$ cat src/rtl/matvec_ctrl.sv
// Dense-layer sequencer: walks the row-major weight ROM, fetches activations and writes one
// saturated fixed-point dot product per output neuron. Define MATVEC_RELU_EN to clamp results at zero.
module matvec_ctrl #(
    parameter int IN_DIM    = 784,
    parameter int OUT_DIM   = 64,
    parameter int ADDR_W    = 16,
    parameter int DATA_W    = 32,
    parameter int FRAC_BITS = 16
) (
    input  logic                       clk,
    input  logic                       rst,
    input  logic                       start,
    output logic                       busy,
    output logic                       done,
    output logic [ADDR_W-1:0]          weight_addr,
    input  logic signed [DATA_W-1:0]   weight_data,
    output logic [$clog2(IN_DIM)-1:0]  in_addr,
    input  logic signed [DATA_W-1:0]   in_data,
    output logic [$clog2(OUT_DIM)-1:0] out_addr,
    output logic signed [DATA_W-1:0]   out_data,
    output logic                       out_we
);

    localparam int IW = $clog2(IN_DIM);
    localparam int OW = $clog2(OUT_DIM);
    localparam int AW = 2 * DATA_W;

    localparam logic [IW-1:0]        I_LAST    = IW'(IN_DIM - 1);
    localparam logic [OW-1:0]        J_LAST    = OW'(OUT_DIM - 1);
    localparam logic [ADDR_W-1:0]    ADDR_STEP = ADDR_W'(OUT_DIM);
    localparam logic [ADDR_W-1:0]    ADDR_ZERO = {ADDR_W{1'b0}};
    localparam logic [IW-1:0]        I_ZERO    = {IW{1'b0}};
    localparam logic [OW-1:0]        J_ZERO    = {OW{1'b0}};
    localparam logic signed [AW-1:0] ACC_ZERO  = {AW{1'b0}};
    localparam logic signed [AW-1:0] SAT_MAX   = {{(DATA_W + 1){1'b0}}, {(DATA_W - 1){1'b1}}};
    localparam logic signed [AW-1:0] SAT_MIN   = {{(DATA_W + 1){1'b1}}, {(DATA_W - 1){1'b0}}};

    typedef enum logic [2:0] {
        S_IDLE  = 3'd0,
        S_RUN   = 3'd1,
        S_DRAIN = 3'd2,
        S_WRITE = 3'd3,
        S_DONE  = 3'd4
    } state_t;

    // Arithmetic shift back to the data format, then clamp to the signed DATA_W range.
    function automatic logic signed [DATA_W-1:0] scale_result(input logic signed [AW-1:0] acc);
        logic signed [AW-1:0]     shifted;
        logic signed [DATA_W-1:0] res;
        shifted = acc >>> FRAC_BITS;
        if (shifted > SAT_MAX) begin
            res = SAT_MAX[DATA_W-1:0];
        end else if (shifted < SAT_MIN) begin
            res = SAT_MIN[DATA_W-1:0];
        end else begin
            res = shifted[DATA_W-1:0];
        end
`ifdef MATVEC_RELU_EN
        if (res[DATA_W-1]) begin
            res = {DATA_W{1'b0}};
        end else begin
            res = res;
        end
`endif
        return res;
    endfunction

    state_t                   state_q, state_d;
    logic [IW-1:0]            i_q, i_d;
    logic [OW-1:0]            j_q, j_d;
    logic signed [AW-1:0]     acc_q, acc_d;
    logic signed [AW-1:0]     prod_q, prod_d;
    logic [ADDR_W-1:0]        weight_addr_q, weight_addr_d;
    logic                     busy_q, busy_d;
    logic                     done_q, done_d;
    logic                     out_we_q, out_we_d;
    logic [OW-1:0]            out_addr_q, out_addr_d;
    logic signed [DATA_W-1:0] out_data_q, out_data_d;

    logic signed [AW-1:0] w_ext;
    logic signed [AW-1:0] x_ext;
    logic signed [AW-1:0] mult;
    logic signed [AW-1:0] acc_sum;

    assign w_ext   = {{DATA_W{weight_data[DATA_W-1]}}, weight_data};
    assign x_ext   = {{DATA_W{in_data[DATA_W-1]}}, in_data};
    assign mult    = w_ext * x_ext;
    assign acc_sum = acc_q + prod_q;

    // Next-state and next-output logic; outputs are computed one cycle ahead so they come straight from flops.
    always_comb begin
        state_d       = state_q;
        i_d           = i_q;
        j_d           = j_q;
        acc_d         = acc_q;
        prod_d        = prod_q;
        weight_addr_d = weight_addr_q;
        busy_d        = busy_q;
        done_d        = 1'b0;
        out_we_d      = 1'b0;
        out_addr_d    = out_addr_q;
        out_data_d    = out_data_q;

        case (state_q)
            S_IDLE: begin
                i_d           = I_ZERO;
                j_d           = J_ZERO;
                acc_d         = ACC_ZERO;
                prod_d        = ACC_ZERO;
                weight_addr_d = ADDR_ZERO;
                if (start) begin
                    state_d = S_RUN;
                    busy_d  = 1'b1;
                end else begin
                    busy_d  = 1'b0;
                end
            end
            S_RUN: begin
                // The product lags the address by one cycle, so DRAIN folds in the last one.
                prod_d = mult;
                acc_d  = acc_sum;
                if (i_q == I_LAST) begin
                    state_d       = S_DRAIN;
                    i_d           = I_ZERO;
                    weight_addr_d = ADDR_ZERO;
                end else begin
                    i_d           = i_q + IW'(1'b1);
                    weight_addr_d = weight_addr_q + ADDR_STEP;
                end
            end
            S_DRAIN: begin
                acc_d      = acc_sum;
                state_d    = S_WRITE;
                out_we_d   = 1'b1;
                out_addr_d = j_q;
                out_data_d = scale_result(acc_sum);
            end
            S_WRITE: begin
                acc_d  = ACC_ZERO;
                prod_d = ACC_ZERO;
                if (j_q == J_LAST) begin
                    state_d       = S_DONE;
                    done_d        = 1'b1;
                    busy_d        = 1'b0;
                    weight_addr_d = ADDR_ZERO;
                end else begin
                    state_d       = S_RUN;
                    j_d           = j_q + OW'(1'b1);
                    weight_addr_d = ADDR_W'(j_q) + ADDR_W'(1'b1);
                end
            end
            S_DONE: begin
                state_d       = S_IDLE;
                j_d           = J_ZERO;
                weight_addr_d = ADDR_ZERO;
            end
            default: begin
                state_d       = S_IDLE;
                i_d           = I_ZERO;
                j_d           = J_ZERO;
                acc_d         = ACC_ZERO;
                prod_d        = ACC_ZERO;
                weight_addr_d = ADDR_ZERO;
                busy_d        = 1'b0;
            end
        endcase
    end

    // State, datapath and output registers with asynchronous abort.
    always_ff @(posedge clk or posedge rst) begin
        if (rst) begin
            state_q       <= S_IDLE;
            i_q           <= I_ZERO;
            j_q           <= J_ZERO;
            acc_q         <= ACC_ZERO;
            prod_q        <= ACC_ZERO;
            weight_addr_q <= ADDR_ZERO;
            busy_q        <= 1'b0;
            done_q        <= 1'b0;
            out_we_q      <= 1'b0;
            out_addr_q    <= J_ZERO;
            out_data_q    <= {DATA_W{1'b0}};
        end else begin
            state_q       <= state_d;
            i_q           <= i_d;
            j_q           <= j_d;
            acc_q         <= acc_d;
            prod_q        <= prod_d;
            weight_addr_q <= weight_addr_d;
            busy_q        <= busy_d;
            done_q        <= done_d;
            out_we_q      <= out_we_d;
            out_addr_q    <= out_addr_d;
            out_data_q    <= out_data_d;
        end
    end

    assign busy        = busy_q;
    assign done        = done_q;
    assign weight_addr = weight_addr_q;
    assign in_addr     = i_q;
    assign out_addr    = out_addr_q;
    assign out_data    = out_data_q;
    assign out_we      = out_we_q;

endmodule
$ cat config.mk
export PLATFORM = sky130hd
export DESIGN_NAME = matvec_ctrl
export DESIGN_NICKNAME = d
export VERILOG_FILES = /design/src/rtl/matvec_ctrl.sv
export SDC_FILE = /design/constraint.sdc
export NUM_CORES = 2
export LEC_CHECK = 0
export BUFFER_PORTS_ARGS = -buffer_cell sky130_fd_sc_hd__buf_2
export CAP_MARGIN = 10
export CORE_ASPECT_RATIO = 1.5
export CORE_MARGIN = 3
export CORE_UTILIZATION = 41
export DETAILED_ROUTE_END_ITERATION = 10
export PLACE_DENSITY = 0.62
export SLEW_MARGIN = 20
export SYNTH_ARGS = -nofsm -noshare
export SYNTH_HDL_FRONTEND = slang
export SYNTH_SLANG_ARGS = --single-unit
$ cat constraint.sdc
create_clock -name clk -period 7.4 [get_ports clk]
set_input_delay 0.37 -clock clk [delete_from_list [all_inputs] [get_ports clk]]
set_output_delay 0.37 -clock clk [all_outputs]
set_load 0.05 [all_outputs]
==> Flow_metrics.wiki <==
{| class="wikitable"
! Metric !! Value
|-
| Clk slew on worst S/H paths || around 0.070 ns
|-
| Highest achievable clock rate || between 0.1 and 0.15 GHz
|-
| Synth warnings || 0
|-
| Chip Height || about 420 um
|-
| Reported max-cap violation count || 0
|-
| Count of final setup violators || 2
|-
| Final routed DRC violation total || 0
|-
| ANT nets after route || 0
|-
| Worst Max-Slew Pin Slew || 0.895 ns
|-
| Die area || 120000 sq um
|-
| H-tree depth || 1
|-
| Data arrival time of the worst path || 8.00 ns
|-
| Post-DP HPWL || around 110 mm
|-
| Class of the most critical setup path || input port to register
|-
| Clock Skews || roughly 0.019 ns
|-
| Clock root cell || clkbuf_16
|-
| I/O pin cnt || approximately 130
|-
| Post-route clock period utilization || 1.02
|-
| TritonCTS clock tree || done
|-
| Number of rows in the core area || around 150
|-
| Wire length of the first global-routing pass || 212 mm
|-
| Synth-to-layout area growth || 15.9%
|-
| Minimum period implied by the final worst setup slack || between 7 and 8 ns
|-
| Maximum number of pins on one net before global-route repair || 125
|-
| Flip-flop cell with the highest count after synthesis || dfrtp_1
|-
| Vias per std cell || 5.14
|-
| Sort of element at the start of the critical path || input port
|-
| Net total in the final layout || around 6800
|-
| R2R Setup Slk || about 2.8 ns
|-
| Number of antenna violations at the first check in global routing || 7
|-
| HP Class || input port to asynchronous set/reset pin
|-
| Overall routed net length || 133 mm
|-
| Routed wirelength normalized by instance count || 19.2 um
|-
| Cts bufs inserted || 23
|-
| Post-Synthesis Cell Area || 47400 sq um
|-
| Synthesized flop and latch total || 204
|-
| Hold Fails Final Rpt || 0
|-
| Syn Inst Count || 5020
|-
| Distinct cell type count after synthesis || 90
|-
| Number of enable-type register cells in the synthesized netlist || 0
|-
| Clk Latency, worst-skew pair || 0.54 ns
|-
| Hold-fix buffers, CTS || 0
|-
| Fraction of the core area covered by cells at the end of the flow || 0.480
|-
| Number of input and output port buffers inserted || between 100 and 150
|-
| Worst setup path start || weight_data[31]
|-
| Detailed-router iteration count before antenna repair || 5
|-
| Std-Cell Core Area || around 110000 sq um
|-
| Share of final-layout standard cells stronger than drive strength 1 || 0.151
|-
| Setup repair after global routing missed its margin || yes
|-
| Clock tree buffer depth || 3
|-
| Number of nets in the synthesized netlist || approximately 6400
|-
| Max-Slew Margin vs Limit || 0.404
|-
| Type of element capturing the critical path || register
|-
| Outcome || finished with violations
|-
| Part of the Yosys area used for sequential elements || 0.108
|-
| Final worst slack || -0.121 ns
|-
| Total Routing Usage GR || 0.224
|-
| Starting density of the core || 0.414
|-
| Worst flop-to-flop path startpoint || prod_q[41]$_DFFE_PP0N_
|-
| Critical Path Fanout Max || 5
|-
| Vias in the first global route || around 40000
|-
| Die X || approximately 280 um
|-
| DR vias || around 36000
|-
| Max Transition Viols Final || 0
|-
| Gp weighted congestion || around 0.91
|-
| Setup WS pre-CTS || -1.05 ns
|-
| Sink Count || 204
|-
| Async S/R FF share, synth || 1.00
|-
| Worst Path Required || between 7 and 8 ns
|-
| Starting DRC count in detailed routing || 1726
|-
| Violated checks || setup timing
|-
| Average instance area after synthesis || approximately 9.4 sq um
|-
| Sum of overflow across all layers after global routing || 0
|}
cells in the final DEF, fill, tap and decap left out, types with 8 or more instances in the layout:
cell type / Yosys / layout
fa_1: 1083 / 1045
inv_1: 976 / 960
nand2_1: 687 / 679
and2_1: 518 / 505
buf_4: 3 / 410
ha_1: 250 / 235
dfrtp_1: 204 / 204
o21ai_0: 169 / 163
a21oi_1: 124 / 112
nor2_1: 108 / 106
xnor2_1: 79 / 78
buf_2: 5 / 75
a21o_1: 70 / 70
buf_6: 4 / 62
a22o_1: 52 / 52
xor2_1: 51 / 51
nand3_1: 38 / 38
fa_2: 0 / 38
a221o_1: 33 / 33
clkbuf_16: 0 / 27
nand4_1: 26 / 26
buf_8: 0 / 24
and3_1: 25 / 23
nand2b_1: 24 / 23
buf_12: 0 / 22
o21bai_1: 22 / 21
nor3_1: 19 / 17
a21oi_2: 4 / 16
o21a_1: 15 / 15
nor2b_1: 15 / 14
a31oi_1: 17 / 14
o21ai_1: 11 / 14
inv_2: 0 / 13
ha_4: 0 / 13
and2_4: 0 / 12
o211ai_1: 9 / 9
a211oi_1: 9 / 8
cell type report:
class	instances	area (sq um)
Fill cell	10950	59500
Multi-Input combinational cell	3584	38300
Timing Repair Buffer	603	5120
Sequential cell	204	5100
Inverter	976	3680
Tap cell	1540	1930
Clock buffer	29	638
Clock inverter	13	188
Antenna cell	4	10.0
flip-flops by register name, indices dropped and copies added (netlist names):
| name | cells |
|---|---|
| acc_q | 64 |
| prod_q | 64 |
| out_data | 32 |
| weight_addr | 16 |
| in_addr | 10 |
| j_q | 6 |
| out_addr | 6 |
| state_q | 3 |
| busy | 1 |
| done | 1 |
| out_we | 1 |
routing by layer:
metal  part of all wire  up-vias  GRT usage
li1                   -    16014          -
met1               0.35    18518      0.243
met2               0.55      828      0.432
met3              0.029      387     0.0152
met4              0.070        0      0.125
met5                  0        -          0
cell usage after synthesis (4+ instances only):
cell type,n,area share
o211ai_1,9,0.0014
nand3_1,38,0.0040
nand2b_1,24,0.0032
nor2b_1,15,0.0020
xor2_1,51,0.0094
nand3b_1,7,0.0011
nor3_1,19,0.0020
a211o_1,5,0.00092
o21ai_1,11,0.0012
a41oi_1,4,0.00074
a22o_1,52,0.0096
a211oi_1,9,0.0014
nand2_1,687,0.054
o31ai_1,9,0.0014
and2_1,518,0.068
buf_2,5,0.00053
o221ai_1,4,0.00074
and3_1,25,0.0033
inv_1,976,0.077
nor3b_1,6,0.00095
nand4_1,26,0.0034
a21o_1,70,0.011
o21bai_1,22,0.0035
or3_1,8,0.0011
xnor2_1,79,0.015
a31oi_1,17,0.0022
o21ai_0,169,0.018
a21boi_0,4,0.00063
fa_1,1083,0.46
a21oi_2,4,0.00074
nor4_1,5,0.00066
o22ai_1,6,0.00079
a32o_1,5,0.0011
a221o_1,33,0.0070
ha_1,250,0.066
o21a_1,15,0.0024
a21oi_1,124,0.013
dfrtp_1,204,0.11
nor2_1,108,0.0086
clkbuf_1,242,0.019
buf_6,4,0.00095
critical path: stages:
cell and delay, ns:
buf_12 0.12, buf_8 0.13, buf_6 0.12, nand2_4 0.07, inv_2 0.04, fa_1 0.54, inv_2 0.08, fa_1 0.55
inv_2 0.04, fa_1 0.50, fa_1 0.57, fa_1 0.45, fa_1 0.57, fa_1 0.44, fa_1 0.57, ha_4 0.22
a21o_1 0.15, a21o_1 0.16, a21oi_2 0.18, o22ai_2 0.11, o311ai_1 0.25, o211ai_1 0.19, or4_4 0.46, a311o_1 0.33
nor2_1 0.11, o21ai_1 0.09, or4b_1 0.52, nand3_1 0.08
logic make-up (layout without fill, tap and decap cells):
group / after synthesis / after routing / synth area share
and+or+nand+nor: 1500 / 1500 / 0.156
adders and majority gates: 1333 / 1333 / 0.524
buffers and inverters: 1232 / 1621 / 0.0986
AOI/OAI and AO/OA: 615 / 615 / 0.0887
DFF: 204 / 204 / 0.108
xor gates and xnor gates: 132 / 132 / 0.0247
muxes: 4 / 4 / 0.000950
other: 0 / 4 / 0
worst paths after layout:
kind	depth (start not counted)	to
worst max-delay path	28	prod_q[62]$_DFFE_PP0N_
min in group clk	3	busy$_DFFE_PP0P_
max in group asynchronous	3	acc_q[19]$_DFFE_PP0N_
worst max register to register	14	out_data[0]$_DFFE_PP0P_
worst min register to register	2	weight_addr[3]$_DFFE_PP0P_
worst min-delay path	2	out_data[27]$_DFFE_PP0P_
stage by stage:
stage          cells  hold slack, ns  setup TNS (ns)  instance area, sq um
2_1_floorplan   5020           0.443           -1.14                 47500
3_3_place_gp    6860           0.458          -14.84                 52400
3_5_place_dp    6860           0.468          -16.74                 52400
4_1_cts         6913          0.0717          -0.136                 54000
5_1_grt         6951           0.110           -1.28                 54900
6_report        6953          0.0296          -0.180                 54900
repair_timing:
item / in CTS / in global routing
pin swaps: 57 / 86
setup buffers: 10 / 33
setup endpoints to repair: 16 / 19
resized for setup: 172 / 165
cloned: 1 / 4
Power is not shown: default switching activity piles up to over one toggle a cycle in this logic, so the estimate is an artifact.
